$ cat src/rtl/ship_placer.sv
`default_nettype none
// ship_placer: validates, collision-checks and atomically writes one ship
// into the grid cell-status memory.  Rev 1.0
module ship_placer #(
  parameter int GRID_W   = 10,
  parameter int GRID_H   = 10,
  parameter int ADDR_W   = 7,
  parameter int STATUS_W = 4
) (
  input  logic                clk_in,
  input  logic                rst_n_in,
  input  logic                req_valid,
  output logic                req_ready,
  input  logic [3:0]          req_x,
  input  logic [3:0]          req_y,
  input  logic                req_vertical,
  input  logic [3:0]          req_size,
  input  logic [STATUS_W-1:0] req_status,
  input  logic [STATUS_W-1:0] cell_status_free,
  output logic [ADDR_W-1:0]   mem_addr,
  input  logic [STATUS_W-1:0] mem_rd_data,
  output logic                mem_we,
  output logic [STATUS_W-1:0] mem_wr_data,
  output logic                done,
  output logic [1:0]          result_code
);

  localparam logic [4:0]        C_GW5   = 5'(GRID_W);
  localparam logic [4:0]        C_GH5   = 5'(GRID_H);
  localparam logic [4:0]        C_MAXD5 = (GRID_W > GRID_H) ? 5'(GRID_W) : 5'(GRID_H);
  localparam logic [ADDR_W-1:0] C_GW_A  = ADDR_W'(GRID_W);
  localparam logic [ADDR_W-1:0] C_ONE_A = ADDR_W'(1);

  typedef enum logic [2:0] {IDLE, VALIDATE, CHECK, WRITE, DONE} state_t;

  state_t              state_q, state_d;
  logic [3:0]          x_q, x_d, y_q, y_d, size_q, size_d;
  logic                vert_q, vert_d, rd_pend_q, rd_pend_d;
  logic [STATUS_W-1:0] status_q, status_d;
  logic [ADDR_W-1:0]   base_q, base_d, addr_q, addr_d;
  logic [4:0]          k_q, k_d;
  logic [1:0]          result_code_q, result_code_d;

  logic [4:0]          w_end, w_dim, w_size5;
  logic [1:0]          w_vcode;
  logic [ADDR_W-1:0]   w_step, w_base;

  // End coordinate is formed in 5 bits so x+size cannot wrap.
  always_comb begin
    w_size5 = {1'b0, size_q};
    w_end   = vert_q ? ({1'b0, y_q} + w_size5) : ({1'b0, x_q} + w_size5);
    w_dim   = vert_q ? C_GH5 : C_GW5;
    w_step  = vert_q ? C_GW_A : C_ONE_A;
    w_base  = ADDR_W'(y_q) * C_GW_A + ADDR_W'(x_q);
    w_vcode = 2'd0;
    if (size_q == 4'd0 || w_size5 > C_MAXD5) begin
      w_vcode = 2'd3;
    end else if ({1'b0, x_q} >= C_GW5 || {1'b0, y_q} >= C_GH5) begin
      w_vcode = 2'd1;
    end else if (w_end > w_dim) begin
      w_vcode = 2'd1;
    end
  end

  always_comb begin
    state_d       = state_q;
    x_d           = x_q;
    y_d           = y_q;
    vert_d        = vert_q;
    size_d        = size_q;
    status_d      = status_q;
    base_d        = base_q;
    addr_d        = addr_q;
    k_d           = k_q;
    rd_pend_d     = rd_pend_q;
    result_code_d = result_code_q;
    unique case (state_q)
      IDLE: begin
        if (req_valid) begin
          x_d      = req_x;
          y_d      = req_y;
          vert_d   = req_vertical;
          size_d   = req_size;
          status_d = req_status;
          state_d  = VALIDATE;
        end
      end
      VALIDATE: begin
        base_d    = w_base;
        addr_d    = w_base;
        k_d       = 5'd0;
        rd_pend_d = 1'b0;
        if (w_vcode != 2'd0) begin
          result_code_d = w_vcode;
          state_d       = DONE;
        end else begin
          state_d = CHECK;
        end
      end
      CHECK: begin
        // Read data lags its address by one cycle; rd_pend_q marks it valid.
        if (rd_pend_q && mem_rd_data != cell_status_free) begin
          result_code_d = 2'd2;
          rd_pend_d     = 1'b0;
          state_d       = DONE;
        end else if (k_q < w_size5) begin
          addr_d    = addr_q + w_step;
          k_d       = k_q + 5'd1;
          rd_pend_d = 1'b1;
        end else begin
          addr_d    = base_q;
          k_d       = 5'd0;
          rd_pend_d = 1'b0;
          state_d   = WRITE;
        end
      end
      WRITE: begin
        addr_d = addr_q + w_step;
        k_d    = k_q + 5'd1;
        if (k_q == w_size5 - 5'd1) begin
          result_code_d = 2'd0;
          state_d       = DONE;
        end
      end
      DONE: begin
        state_d = IDLE;
      end
      default: begin
        state_d = IDLE;
      end
    endcase
  end

  always_ff @(posedge clk_in or negedge rst_n_in) begin
    if (!rst_n_in) begin
      state_q       <= IDLE;
      x_q           <= '0;
      y_q           <= '0;
      vert_q        <= 1'b0;
      size_q        <= '0;
      status_q      <= '0;
      base_q        <= '0;
      addr_q        <= '0;
      k_q           <= '0;
      rd_pend_q     <= 1'b0;
      result_code_q <= '0;
    end else begin
      state_q       <= state_d;
      x_q           <= x_d;
      y_q           <= y_d;
      vert_q        <= vert_d;
      size_q        <= size_d;
      status_q      <= status_d;
      base_q        <= base_d;
      addr_q        <= addr_d;
      k_q           <= k_d;
      rd_pend_q     <= rd_pend_d;
      result_code_q <= result_code_d;
    end
  end

  // Strobes decode straight from the state flop so reset kills mem_we at once.
  assign req_ready   = (state_q == IDLE);
  assign done        = (state_q == DONE);
  assign mem_we      = (state_q == WRITE);
  assign mem_wr_data = (state_q == WRITE) ? status_q : '0;
  assign mem_addr    = addr_q;
  assign result_code = result_code_q;

endmodule
`default_nettype wire

$ cat config.mk
export PLATFORM = sky130hd
export DESIGN_NAME = ship_placer
export DESIGN_NICKNAME = d
export VERILOG_FILES = /design/src/rtl/ship_placer.sv
export SDC_FILE = /design/constraint.sdc
export NUM_CORES = 1
export LEC_CHECK = 0
export ABC_AREA = 1
export CORE_MARGIN = 2
export CORE_UTILIZATION = 40
export CTS_CLUSTER_DIAMETER = 30
export DETAILED_ROUTE_END_ITERATION = 8
export HOLD_SLACK_MARGIN = 0.1
export PLACE_DENSITY = 0.7
export SLEW_MARGIN = 20
export SYNTH_ARGS = -nofsm -noshare
export SYNTH_HDL_FRONTEND = slang
export SYNTH_SLANG_ARGS = --single-unit
$ cat constraint.sdc
create_clock -name clk_in -period 5.4 [get_ports clk_in]
set_input_delay 1.08 -clock clk_in [delete_from_list [all_inputs] [get_ports clk_in]]
set_output_delay 1.08 -clock clk_in [all_outputs]
set_load 0.02 [all_outputs]
* Yosys cells after proc, flatten, opt, wreduce, memory -nomap -nowiden
Cells that the tools add are included.
Word-level totals: register bits after elaboration 42, input port bits 28, output and inout bits 16, word-level logic and storage cells 72
Cells by class: magnitude comparators 5, reductions and logical operators 12, eq/ne operators 12, multiply operators 1, multiplexer cells 25, add/subtract/negate cells 6
Operators with widths (count):
- $pmux W7 S3 | 1
- $mux W3 | 5
- $mux W5 | 3
- $pmux W5 S3 | 1
- $add A7 B4 Y7 | 2
- $mux W7 | 2
- $pmux W3 S4 | 1
- $add A4 B4 Y5 | 2
- $ge A4 B4 Y1 const B | 2
- $mux W2 | 4
- $mux W4 | 2
- $ne A2 B2 Y1 const B | 4
- $eq A3 B2 Y1 const B | 2
- $mul A4 B3 Y6 const B | 1
- $pmux W2 S3 | 1
- $add A5 B1 Y5 const B | 1
- $eq A5 B5 Y1 | 1
- $gt A5 B4 Y1 const B | 1
- $lt A5 B4 Y1 | 1
- $sub A4 B1 Y5 const B | 1
- $gt A4 B4 Y1 const B | 1
- $logic_not A4 Y1 | 1
- $mux W1 | 4
- $ne A4 B4 Y1 | 1
- other kinds (13) | 16

* Longest topological paths before layout
word-level depth 9, depth in mapped cells 14, mapped depth without buffers 14

* Worst setup path before layout
Ideal clock, no wire load.
path type register to output, start register state_q[2], end output port mem_wr_data[0], cell stages (with the launch flop) 6, path slack 3.048 ns, buffers on the path 0, data required time 4.320 ns, data arrival time 1.272 ns, cell sequence dfrtp_1 > nor2_2 > inv_4 > nor2_4 > inv_2 > nor2_1
Between the ends: longest elaborated chain between the ends 2
Ends and longest elaborated chain:
- from (decl) | line 36 | state_t state_q, state_d;
- from (signal assigned) | line 148 | state_q <= state_d;
- $eq A3 B2 Y1
- named net mem_we | line 22 | output logic mem_we,
- $mux W4 | line 166 | assign mem_wr_data = (state_q == WRITE) ? status_q : '0;
- to (decl) | line 23 | output logic [STATUS_W-1:0] mem_wr_data,
The timed path passes the listed nets, and every way through them passes these cells.

* Final worst setup path
start register state_q[2], end output port mem_wr_data[1]
Between the ends: longest elaborated chain between the ends 2
Ends and longest elaborated chain (line):
- $eq A3 B2 Y1 | 166
- $mux W4 | 166
No other way between the ends.

==> flow_metrics.py <==
metrics = {
    "status": {
        "status": "completed",
    },
    "layout": {
        "final_area_mm2": 0.00358,
        "final_common_cell": "nand2_1",
        "fin_cells": 541,
        "areaGrowthSynthToFinish_pct": 20.3,
        "final_cell_mix": "nand2_1, nor2_1, inv_1",
        "drive_above_1_share": 0.0792,
        "num_antenna_cells": 0,
        "num-fill-cells": 715,
        "nets": 493,
    },
    "drt": {
        "antenna_left": 0,
        "routed_wl_um": 6750,
        "drt_iter0_markers": 113,
        "wire_per_inst_um": 12.5,
        "drc": 0,
        "viasPerCell": 4.85,
        "vias": 2625,
        "firstDrtPassIters": 4,
    },
    "placed_design": {
        "gp_congestion": 0.901,
        "placed_area_mm2": 0.00347,
        "dpl.hpwl_um": 5170,
        "port_buffers": 43,
        "dp_cells": 533,
    },
    "timing": {
        "final.period_utilization": 0.587,
        "holdWs_ns": 0.485,
        "final_max_slew_viol_count": 0,
        "max_slew.worst_pin.slew_ns": 0.956,
        "hold_viol": 0,
        "rsz0062_at_grt": "false",
        "setup_viol": 0,
        "fin_crit_ns": 3.17,
        "max_freq_mhz": 315,
        "finClkSkew_ns": 0.00715,
        "tns_ns": 0,
        "timing.slew.headroom": 0.363,
    },
    "synthesis": {
        "syn_inst": 398,
        "synth.distinct_cells": 36,
        "syn_nets": 450,
        "synth_edf_count": 0,
        "seq_area_frac_synth": 0.353,
        "avgSynthCellArea_um2": 7.48,
        "synth_ff_type": "dfrtp_1",
        "synthArstFlopShare": 1.00,
        "ys_ff_latch": 42,
        "syn_area_mm2": 0.00298,
        "ys_warn_count": 0,
    },
    "global_routing": {
        "grt_pass1_vias": 2589,
        "grt_pass1_wl_um": 11600,
        "grt_overflow": 0,
        "grt_max_degree": 43,
        "antenna_found_initial": 0,
        "grt_usage": 0.173,
    },
    "worst_setup_path": {
        "crit_path_start_kind": "register",
        "end_kind": "output pin",
        "critPathArrivalTime_ns": 2.09,
        "r2r_slack_ns": 2.89,
        "crit_type": "reg2out",
        "r2r-start": "vert_q",
        "crit_required_ns": 4.32,
        "r2r_end": "result_code[0]",
        "critPathSlowestCell": "clkdlybuf4s50_1",
        "cpPeakStageDelay_ns": 0.61,
        "crit_chain": "nor2_2, inv_4, nor2_4, inv_2, nor2_1, clkdlybuf4s50_1",
        "cp_max_fo": 14,
        "ff2ff_path_depth": 12,
    },
    "clocking": {
        "clockBufferDepth": 2,
        "holdBufCountCts": 0,
        "h-tree-depth": 2,
        "clock-root-buffer": "clkbuf_8",
        "ctsResizeCount": 0,
        "postCtsSetupRepairBufs": 0,
        "cts_buffers": 5,
        "clkSinkCount": 42,
        "clk_pin_slew_ns": 0.08,
        "cts_tree": "done",
        "clk_latency_ns": 0.30,
    },
    "pwr": {
        "power.share.clock": 0.111,
        "intPower_mw": 1.17,
        "pwr-share-seq": 0.260,
        "swShare": 0.485,
        "ir_worst_vdd_uv": 250,
        "powerDensity_mw_per_mm2": 634,
        "total_power_mw": 2.27,
        "power.static_leakage_nw": 1.79,
        "pwr-share-comb": 0.629,
        "p_switching_mw": 1.10,
    },
    "floorplanning": {
        "start_util": 0.413,
        "fp.dieArea_mm2": 0.00815,
        "dieHeight_um": 90.3,
        "core_area_mm2": 0.00721,
        "io_pins": 44,
        "die_w_um": 90.3,
        "rows": 31,
    },
    "hold_path": {
        "holdPathStages": 2,
        "hold_path_class": "reg2reg",
        "hp-start": "base_q[3]",
        "min_delay_worst_endpoint": "base_q[3]",
    },
    "job": {
        "cap_violations": 0,
    },
}
[synthesized netlist by cell type (all sizes together) (2+ instances only)]
| cell type | n | share of area |
|---|---|---|
| xor2 | 8 | 0.024 |
| nand2 | 109 | 0.14 |
| mux2 | 3 | 0.013 |
| a31oi | 2 | 0.0042 |
| or2 | 3 | 0.0063 |
| inv | 50 | 0.065 |
| nand3 | 29 | 0.056 |
| a21oi | 19 | 0.032 |
| a211oi | 3 | 0.0076 |
| dfrtp | 42 | 0.35 |
| buf | 7 | 0.019 |
| fa | 4 | 0.027 |
| o21bai | 2 | 0.0050 |
| xnor2 | 5 | 0.015 |
| nand4 | 6 | 0.013 |
| o21ai | 17 | 0.032 |
| nor2 | 64 | 0.092 |
| ha | 20 | 0.084 |
[cells by family (layout without fill, tap and decap cells)]
logic type,after synthesis,in the layout,synth area share
buffers and inverters,58,102,0.0849
flip-flops,42,42,0.353
XOR/XNOR,13,13,0.0382
adder cells (fa/ha/maj),24,24,0.111
AND/OR/NAND/NOR,212,212,0.312
AO/OA/AOI/OAI,46,46,0.0887
multiplexers,3,3,0.0126
[flip-flops by register name (all words and copies together), names as in the netlist]
signal	flops
vert_q	1
result_code	2
size_q	4
x_q	4
k_q	5
y_q	4
state_q	3
mem_addr	7
rd_pend_q	1
base_q	7
status_q	4
[through the flow]
| stage | util | worst slack [ns] |
|---|---|---|
| 2_1_floorplan | - | 3.05 |
| 3_3_place_gp | 0.482 | 2.64 |
| 3_5_place_dp | 0.482 | 2.56 |
| 4_1_cts | 0.496 | 2.22 |
| 5_1_grt | 0.496 | 2.15 |
| 6_report | 0.496 | 2.23 |
[worst max path at each step]
stage	start	endpoint	cells past startpoint
after floorplan	state_q[2]	mem_wr_data[0]	5
after global placement	state_q[2]	mem_wr_data[2]	6
after detailed placement	state_q[2]	mem_wr_data[1]	6
after CTS	state_q[2]	mem_wr_data[1]	6
after global routing	state_q[2]	mem_wr_data[2]	6
final	state_q[2]	mem_wr_data[1]	6
[metal layers]
layer	routed length (um)	track usage	up-vias
met2	3230	0.288	62
met4	102	0.0577	0
met5	0	0	-
met3	319	0.0267	8
li1	-	-	1345
met1	3100	0.229	1210
[worst max-delay path, delay by kind of cell, from the launching register on]
family	cells	cell delay, ns
and+or+nand+nor	3	0.49
DFF	1	0.46
buffers and inverters	3	0.84
[cell type report]
class,count,area [um2],share of cell area
multi-input cells,298,1670,0.468
flip-flops and latches,42,1050,0.294
repair buffers,44,433,0.121
inverters,50,193,0.0538
well taps,99,124,0.0346
clock buffers,7,76.3,0.0213
clock inverters,1,30.0,0.00839
[power groups by stage]
stage,sequential (mW),combinational (mW),clock [mW]
6_report,0.590,1.43,0.252
3_3_place_gp,0.591,1.37,0
3_5_place_dp,0.596,1.42,0
5_1_grt,0.612,1.64,0.268
2_1_floorplan,0.602,1.04,0
4_1_cts,0.591,1.43,0.255
No activity file was read; power rests on OpenSTA's default activity.
